File: src/rtl/wasm_stack_seq.sv
`default_nettype none
// wasm_stack_seq: operand-stack sequencer between decoder, ALU and stack; checks depth, commits strobes, traps on faults.
// Revision 1.0
module wasm_stack_seq #(
  parameter int W          = 32,
  parameter int DEPTH_LOG2 = 4,
  parameter int TIMEOUT    = 64
) (
  input  logic                  clk,
  input  logic                  rst_n,
  input  logic                  op_valid,
  output logic                  op_ready,
  input  logic [1:0]            op_pop,
  input  logic                  op_push,
  input  logic                  op_src,
  input  logic [W-1:0]          op_imm,
  output logic                  alu_start,
  input  logic                  alu_done,
  input  logic [W-1:0]          alu_result,
  output logic [3:0]            st_pop_num,
  output logic                  st_push,
  output logic [W-1:0]          st_push_data,
  output logic [DEPTH_LOG2:0]   depth,
  output logic                  trap,
  output logic [1:0]            trap_code,
  input  logic                  trap_clr
);

  localparam int DW = DEPTH_LOG2 + 2;
  localparam int AW = DEPTH_LOG2 + 1;
  localparam int CW = $clog2(TIMEOUT + 1);
  localparam logic [DW-1:0] DEPTH_MAX    = DW'(2 ** DEPTH_LOG2);
  localparam logic [CW-1:0] TIMEOUT_LAST = CW'(TIMEOUT - 1);

  localparam logic [1:0] CODE_NONE      = 2'd0;
  localparam logic [1:0] CODE_UNDERFLOW = 2'd1;
  localparam logic [1:0] CODE_OVERFLOW  = 2'd2;
  localparam logic [1:0] CODE_TIMEOUT   = 2'd3;

  typedef enum logic [1:0] {
    IDLE     = 2'd0,
    ALU_WAIT = 2'd1,
    COMMIT   = 2'd2,
    TRAP     = 2'd3
  } state_t;

  state_t          state;
  state_t          state_nxt;
  logic [1:0]      pop_q;
  logic            push_q;
  logic [W-1:0]    data_q;
  logic [CW-1:0]   wait_cnt;
  logic [1:0]      code_q;
  logic [AW-1:0]   depth_q;

  logic            accept;
  logic [DW-1:0]   depth_ext;
  logic [DW-1:0]   depth_after;
  logic            underflow;
  logic            overflow;
  logic            timed_out;

  // Checks use one spare bit so depth + 1 cannot wrap; underflow wraps depth_after but wins priority.
  assign accept      = op_valid && (state == IDLE);
  assign depth_ext   = DW'(depth_q);
  assign underflow   = depth_ext < DW'(op_pop);
  assign depth_after = depth_ext - DW'(op_pop) + DW'(op_push);
  assign overflow    = depth_after > DEPTH_MAX;
  assign timed_out   = (wait_cnt == TIMEOUT_LAST);

  always_ff @(posedge clk or negedge rst_n) begin
    if (!rst_n) begin
      state <= IDLE;
    end else begin
      state <= state_nxt;
    end
  end

  always_comb begin
    state_nxt    = state;
    op_ready     = 1'b0;
    alu_start    = 1'b0;
    st_pop_num   = 4'd0;
    st_push      = 1'b0;
    st_push_data = '0;
    trap         = 1'b0;
    case (state)
      IDLE: begin
        op_ready = 1'b1;
        if (op_valid) begin
          if (underflow || overflow) begin
            state_nxt = TRAP;
          end else if (op_src) begin
            state_nxt = ALU_WAIT;
          end else begin
            state_nxt = COMMIT;
          end
        end
      end
      ALU_WAIT: begin
        alu_start = (wait_cnt == '0);
        if (alu_done) begin
          state_nxt = COMMIT;
        end else if (timed_out) begin
          state_nxt = TRAP;
        end
      end
      COMMIT: begin
        st_pop_num   = 4'(pop_q);
        st_push      = push_q;
        st_push_data = data_q;
        state_nxt    = IDLE;
      end
      TRAP: begin
        trap = 1'b1;
        if (trap_clr) begin
          state_nxt = IDLE;
        end
      end
      default: state_nxt = IDLE;
    endcase
  end

  always_ff @(posedge clk or negedge rst_n) begin
    if (!rst_n) begin
      pop_q    <= 2'd0;
      push_q   <= 1'b0;
      data_q   <= '0;
      wait_cnt <= '0;
      code_q   <= CODE_NONE;
      depth_q  <= '0;
    end else begin
      if (accept) begin
        pop_q  <= op_pop;
        push_q <= op_push;
        data_q <= op_imm;
        if (underflow) begin
          code_q <= CODE_UNDERFLOW;
        end else if (overflow) begin
          code_q <= CODE_OVERFLOW;
        end
      end

      if (state == ALU_WAIT) begin
        wait_cnt <= wait_cnt + 1'b1;
        if (alu_done) begin
          data_q <= alu_result;
        end else if (timed_out) begin
          code_q <= CODE_TIMEOUT;
        end
      end else begin
        wait_cnt <= '0;
      end

      if (state == COMMIT) begin
        depth_q <= depth_q - AW'(pop_q) + AW'(push_q);
      end

      if ((state == TRAP) && trap_clr) begin
        code_q <= CODE_NONE;
      end
    end
  end

  assign depth     = depth_q;
  assign trap_code = code_q;

endmodule
`default_nettype wire

File: config.mk
export PLATFORM = sky130hd
export DESIGN_NAME = wasm_stack_seq
export DESIGN_NICKNAME = d
export VERILOG_FILES = /design/src/rtl/wasm_stack_seq.sv
export SDC_FILE = /design/constraint.sdc
export NUM_CORES = 1
export LEC_CHECK = 0
export CAP_MARGIN = 15
export CORE_AREA = 8 8 93 95
export DETAILED_ROUTE_END_ITERATION = 8
export DIE_AREA = 0 0 101 103
export PLACE_DENSITY = 0.79
export SYNTH_ARGS = -nofsm -noshare
export SYNTH_HDL_FRONTEND = slang
export SYNTH_SLANG_ARGS = --single-unit
File: constraint.sdc
create_clock -name clk -period 2.78 [get_ports clk]
set_input_delay 0.556 -clock clk [delete_from_list [all_inputs] [get_ports clk]]
set_output_delay 0.556 -clock clk [all_outputs]
set_load 0.005 [all_outputs]
==> results of run 1 <==
[power by group through the flow]
| stage | combinational, mW | clock, mW | sequential, mW |
|---|---|---|---|
| after detailed placement | 2.48 | 0 | 1.30 |
| final | 2.51 | 0.494 | 1.30 |
| after CTS | 2.50 | 0.509 | 1.29 |
| after global routing | 2.82 | 0.533 | 1.35 |
| after global placement | 2.39 | 0 | 1.29 |
| after floorplan | 1.49 | 0 | 1.24 |
[stage by stage]
step | setup WS [ns] | TNS [ns] | power [mW] | cells
floorplan | 0.3897 | 0 | 2.732 | 333
global placement | -0.1377 | -0.3265 | 3.686 | 537
detailed placement | -0.2130 | -0.5798 | 3.784 | 537
CTS | 0.04663 | 0 | 4.303 | 544
global route | 0.007953 | 0 | 4.700 | 544
finish | 0.1291 | 0 | 4.302 | 544
[critical path: stages]
cell	delay (ns)
clkdlybuf4s50_1	0.49
inv_1	0.08
ha_4	0.26
ha_1	0.29
a211o_1	0.32
a31oi_1	0.21
a211oi_1	0.07
a21o_1	0.20
o32a_1	0.36
[flip-flops by register name, summed over array words and instances, names as in the netlist]
name       cells
push_q         1
state          2
depth          5
trap_code      2
pop_q          2
data_q        32
wait_cnt       7
[layout make-up]
| type | count | area [um^2] | share of cell area [%] |
|---|---|---|---|
| multi-input cells | 243 | 1648 | 36.77 |
| flip-flops and latches | 51 | 1276 | 28.48 |
| repair buffers | 124 | 1256 | 28.03 |
| well taps | 99 | 123.9 | 2.764 |
| inverters | 20 | 75.07 | 1.675 |
| clock buffers | 6 | 72.57 | 1.619 |
| clock inverters | 1 | 30.03 | 0.6700 |
[worst min-delay path by stage]
stage	depth (start not counted)	to	slack, ns	start
3_3_place_gp	1	wait_cnt[0]	0.48	wait_cnt[0]
2_1_floorplan	0	data_q[0]	0.26	rst_n
6_report	1	wait_cnt[0]	0.24	rst_n
4_1_cts	1	data_q[6]	0.24	rst_n
3_5_place_dp	1	wait_cnt[0]	0.50	wait_cnt[0]
5_1_grt	1	data_q[8]	0.27	rst_n
[logic make-up after synthesis]
family,Yosys count,synth area share [%]
AND/OR/NAND/NOR,117,19.16
AO/OA/AOI/OAI,63,11.65
flip-flops,51,41.84
buffers and inverters,39,5.537
multiplexers,34,11.24
adder cells (fa/ha/maj),18,7.875
XOR/XNOR,9,2.584
other,1,0.1229
[cells in the final DEF, fill, tap and decap left out, types with 5 or more instances in the layout]
| cell | instances |
|---|---|
| o21ai_0 | 42 |
| inv_1 | 20 |
| clkbuf_8 | 5 |
| xor2_1 | 5 |
| nand2b_1 | 5 |
| clkdlybuf4s50_1 | 116 |
| ha_1 | 15 |
| and2_1 | 34 |
| a21oi_1 | 5 |
| mux2i_1 | 32 |
| nor2_1 | 14 |
| nand2_1 | 46 |
| dfrtp_1 | 51 |
[layer usage]
| layer | share of wire [%] | vias to the layer above | routed length [um] | GRT usage [%] |
|---|---|---|---|---|
| met5 | 0 | - | 0 | 0 |
| met4 | 1.5 | 0 | 127 | 4.009 |
| met3 | 8.2 | 10 | 703 | 4.929 |
| met2 | 51 | 96 | 4348 | 29.24 |
| met1 | 40 | 1262 | 3398 | 19.58 |
| li1 | - | 1322 | - | - |
[what timing repair did]
item	in CTS	in global routing
resized for setup	0	5
hold buffers	0	0
setup endpoints to repair	0	14
==> summary.md, run 1 <==
| Metric | Value |
|---|---|
| Crit start category | `input port` |
| Post CTS Setup Buffer Count | `0` |
| Post-synth top flop | `dfrtp_1` |
| Crit. End Element | `flip-flop` |
| Comb pwr share | `about three fifths` |
| Clock sinks | `51` |
| Post-Syn Area | `3050 um^2` |
| Largest cells by area after synthesis | `dfrtp_1 42%, mux2i_1 11%, and2_1 7.2%` |
| Share of the synthesized area in the top cell type | `a little over two fifths` |
| H-tree Lvls | `2` |
| Outcome | `complete, no violations` |
| Placed Area | `4349 um^2` |
| GRT overflow | `0` |
| Fraction of layout cells with a size suffix above 1 | `5.169%` |
| Clock Latency Late Sink | `0.29 ns` |
| Synthesis-stage register bit count | `51` |
| Post-detailed-routing wire length | `8578 um` |
| RR Endpoint | `state[1]` |
| Initial antenna violation count | `0` |
| Switching Power | `about 1.6 mW` |
| Leak | `1.868 nW` |
| Largest net degree at the start of global routing | `65` |
| R2r startpoint | `depth[0]` |
| Vias in the first global route | `2813` |
| Slew @ Worst Pin | `0.5234 ns` |
| Arr. time, crit path | `between 2 and 3 ns` |
| RSZ-0062 raised after global routing | `false` |
| Final min period | `2.651 ns` |
| Fin. max-slew vios | `0` |
| WHS | `0.2351 ns` |
| Die W | `about 100 um` |
| Sw Share | `a little under two fifths` |
| CP max FO | `3` |
| Total Routing Usage GR | `16.69%` |
| Worst endpoint required time | `2.96 ns` |
| Initial Util | `about 43%` |
| Die area | `between 10000 and 15000 um^2` |
| Critical Path Sink | `state[1]` |
| Worst reg2reg path depth | `9` |
| Slew margin rel. | `65.11%` |
| Mapped Cells | `332` |
| Crit path launch | `op_pop[1]` |
| CTS tree | `yes` |
| Max Freq | `0.3772 GHz` |
| Wirelength per Cell | `15.77 um` |
| Post-synthesis sequential area ratio | `approximately two fifths` |
| Fill count | `632` |
| Die H | `approximately 100 um` |
| Clock Pin Slew Worst Setup and Hold Paths | `about 0.090 ns` |
| Core region area | `7137 um^2` |
| Post-route ant nets | `0` |
| Clock Tree Root | `clkbuf_8` |
| DRC viols | `0` |
| Placer Congestion | `0.8218` |
| Area leader, netlist | `dfrtp_1` |
| Drt first-iter violations | `43` |
| Count of final setup violators | `0` |
| Detailed Place HPWL | `6607 um` |
| Drt first pass iters | `4` |
| Avg Vias per Cell | `4.945` |
| Clock group share of total power | `11.5%` |
| Setup CP Type | `in2reg` |
| Post-Route Skew | `0.005436 ns` |
| Number of buffers added on ports | `around 120` |
| Routed vias | `2690` |
| Num rows | `31` |
| Pwr/cell area | `959.9 nW/um^2` |
| P_int | `around 2.7 mW` |
| Final hold violations | `0` |
| Reg2reg setup slack | `0.39 ns` |
| Hold WC Path Type | `in2async` |
| Ant. Diodes | `0` |
| Peak VDD IR | `0.0003376 V` |
| Netlist cell types | `39` |
| Total Nets Final | `536` |
| Post-synth ARST share | `100.0%` |
| Area growth syn-to-layout | `46.92%` |
| Final instance area | `approximately 4500 um^2` |
| First-pass GRT wire length | `13860 um` |
| Most common cell in the netlist | `dfrtp_1` |
| Period utilization | `95.35%` |
| Synthesized area per cell | `9.188 um^2` |
| Register share of total power | `30.2%` |
| Max-cap viol count | `0` |
| Synth warn | `0` |
| I/O pins | `between 100 and 150` |
| Top post-synthesis cells by count | `51 x dfrtp_1, 46 x nand2_1, 42 x o21ai_0` |
| Number of flops mapped to enable cells by yosys | `0` |
| Post-layout util | `62.80%` |
| CTS max path bufs | `2` |
| Total CTS buffers | `5` |
No activity file was read; power rests on OpenSTA's default activity.
==> run 2: changes to the inputs <==
--- a/config.mk
+++ b/config.mk
@@ -6,10 +6,13 @@
 export NUM_CORES = 1
 export LEC_CHECK = 0
 export CAP_MARGIN = 15
-export CORE_AREA = 8 8 93 95
+export CELL_PAD_IN_SITES_DETAIL_PLACEMENT = 1
+export CELL_PAD_IN_SITES_GLOBAL_PLACEMENT = 2
+export CORE_AREA = 8 8 120 122
 export DETAILED_ROUTE_END_ITERATION = 8
-export DIE_AREA = 0 0 101 103
-export PLACE_DENSITY = 0.79
+export DIE_AREA = 0 0 128 130
+export PLACE_DENSITY_LB_ADDON = 0.1
+export REMOVE_ABC_BUFFERS = 1
 export SYNTH_ARGS = -nofsm -noshare
 export SYNTH_HDL_FRONTEND = slang
 export SYNTH_SLANG_ARGS = --single-unit
==> summary.md, run 2 (synthesis results as in run 1) <==
| Metric | Value |
|---|---|
| Placer Congestion | `0.7607 (-7.4%)` |
| Initial antenna violation count | `0 (unchanged)` |
| Routed vias | `2678 (-0.45%)` |
| Crit. End Element | `flip-flop` |
| Initial Util | `24.57% (-18 points)` |
| Most frequent CP cell | `ha_1` |
| Die area | `16640 um^2 (+60%)` |
| Fin. max-slew vios | `0 (unchanged)` |
| Num rows | `41 (+32%)` |
| Crit start category | `input port` |
| CTS tree | `yes` |
| Period utilization | `96.03% (+0.68 points)` |
| Core region area | `12410 um^2 (+74%)` |
| Leak | `1.868 nW (about the same)` |
| Setup TNS | `0 ns (unchanged)` |
| Hold WC Path Type | `in2async` |
| Critical path's slowest cell | `clkdlybuf4s50_1` |
| Most common cell after layout, fill and taps aside | `clkdlybuf4s50_1` |
| Drt first-iter violations | `89 (+110%)` |
| Most flops, register | `data_q` |
| GRT overflow | `0 (unchanged)` |
| Ant. Diodes | `0 (unchanged)` |
| Post CTS Setup Buffer Count | `0 (unchanged)` |
| Peak VDD IR | `0.0002891 V (-14%)` |
| Max Freq | `0.3746 GHz (-0.70%)` |
| Wirelength per Cell | `16.15 um (+2.4%)` |
| Total CTS buffers | `5 (unchanged)` |
| Fill count | `1463 (+130%)` |
| Pwr/cell area | `967.0 nW/um^2 (+0.74%)` |
| Number of hold buffers added after cts | `0 (unchanged)` |
| Number of buffers added on ports | `117 (unchanged)` |
| Avg Vias per Cell | `4.340 (-12%)` |
| Drt first pass iters | `4 (unchanged)` |
| Post-Route Skew | `0.007453 ns (+0.002016 ns)` |
| Worst endpoint required time | `2.96 ns (about the same)` |
| Die H | `130 um (+26%)` |
| H-tree Lvls | `2 (unchanged)` |
| Area growth syn-to-layout | `50.08%` |
| Post-route ant nets | `0 (unchanged)` |
| Vias in the first global route | `2997 (+6.5%)` |
| First-pass GRT wire length | `16030 um (+16%)` |
| Outcome | `complete, no violations` |
| Setup CP Type | `in2reg` |
| Clock Latency Late Sink | `0.29 ns (about the same)` |
| Number of flip-flops in the largest register | `32 (unchanged)` |
| Cells after DPL | `609 (+13%)` |
| Final min period | `2.670 ns (+0.01878 ns)` |
| CTS max path bufs | `2 (unchanged)` |
| Count of final setup violators | `0 (unchanged)` |
| Post-layout util | `36.88% (-26 points)` |
| Largest net degree at the start of global routing | `65 (unchanged)` |
| I/O pins | `120 (unchanged)` |
| Crit path largest cell delay | `0.43 ns (-0.06 ns)` |
| Clock sinks | `51 (unchanged)` |
| RSZ-0062 raised after global routing | `false` |
| PostCTS Resize Cnt | `0 (unchanged)` |
| Crit-path cells | `clkdlybuf4s50_1 -> ha_1 -> inv_1 -> ha_1 -> fa_1 -> xnor2_1 -> nor3_1 -> o21ai_0 -> a21o_1 -> o32a_1` |
| Arr. time, crit path | `2.85 ns (+0.02 ns)` |
| Total Routing Usage GR | `12.28% (-4.4 points)` |
| Worst path buffer plus inverter count | `2 (unchanged)` |
| Clock Pin Slew Worst Setup and Hold Paths | `0.08 ns (about the same)` |
| Slew margin rel. | `51.92% (-13 points)` |
| Family with the most delay on the worst path | `adder cells` |
| Final hold violations | `0 (unchanged)` |
| Clock Tree Root | `clkbuf_16` |
| Slew @ Worst Pin | `0.7212 ns (+0.1979 ns)` |
| Post-detailed-routing wire length | `9964 um (+16%)` |
| Total Nets Final | `535 (-0.19%)` |
| Cell Count, Final, Fillers Out | `617 (+13%)` |
| Die W | `128 um (+27%)` |
| CP max FO | `2 (-1)` |
| Detailed Place HPWL | `7279 um (+10%)` |
| Fraction of layout cells with a size suffix above 1 | `4.719% (-0.45 points)` |
| Commonest cells after routing, fill and taps aside | `116 x clkdlybuf4s50_1, 51 x dfrtp_1, 46 x nand2_1` |
| Max-cap viol count | `0 (unchanged)` |
| DRC viols | `0 (unchanged)` |
## run 2: per-stage QoR
| step | power, mW | hold WS [ns] | cell area, um^2 | setup WS (ns) |
|---|---|---|---|---|
| after detailed placement | 3.857 | 0.4906 | 4420 | -0.2190 |
| after floorplan | 2.682 | 0.2604 | 2960 | 0.2782 |
| after CTS | 4.524 | 0.4296 | 4566 | 0.08916 |
| after global routing | 4.893 | 0.4529 | 4578 | 0.04433 |
| final | 4.427 | 0.3877 | 4578 | 0.1104 |
| after global placement | 3.820 | 0.4775 | 4420 | -0.1894 |
## run 2: worst reg2reg max path, stage by stage (launching register included)
cell and delay [ns]:
dfrtp_1 0.37, inv_1 0.07, ha_1 0.27, inv_1 0.04, ha_1 0.20, fa_1 0.41, xnor2_1 0.15, nor3_1 0.14
o21ai_0 0.12, a21o_1 0.19, o32a_1 0.34
## run 2: path summary, 6_finish.rpt
check | start | to | slack [ns] | depth (start not counted)
worst max register to register | depth[0] | state[1] | 0.38 | 10
max in group asynchronous | rst_n | wait_cnt[6] | 1.91 | 2
min in group clk | wait_cnt[0] | wait_cnt[0] | 0.49 | 1
worst min-delay path | rst_n | depth[4] | 0.39 | 2
worst max-delay path | op_pop[0] | state[1] | 0.11 | 10
worst min register to register | wait_cnt[0] | wait_cnt[0] | 0.49 | 1
## run 2: layer usage
layer	global-route usage, %	share of wire (%)
met5	0	0
met4	2.517	0.56
met3	6.324	11
met2	19.26	46
met1	14.77	43
## run 2: where the power goes
group	internal, mW	switching [mW]	leakage (nW)
Combinational	1.32	1.18	1.17
Sequential	1.08	0.209	0.632
Clock	0.333	0.309	0.0658
Total	2.73	1.70	1.87
## run 2: final cells by class
type | count | area, um^2 | share of cell area (%)
Inverter | 20 | 75.07 | 1.640
Timing Repair Buffer | 123 | 1236 | 27.00
Multi-Input combinational cell | 243 | 1630 | 35.61
Clock buffer | 5 | 125.1 | 2.733
Sequential cell | 51 | 1276 | 27.88
Tap cell | 172 | 215.2 | 4.701
Clock inverter | 3 | 20.02 | 0.4373
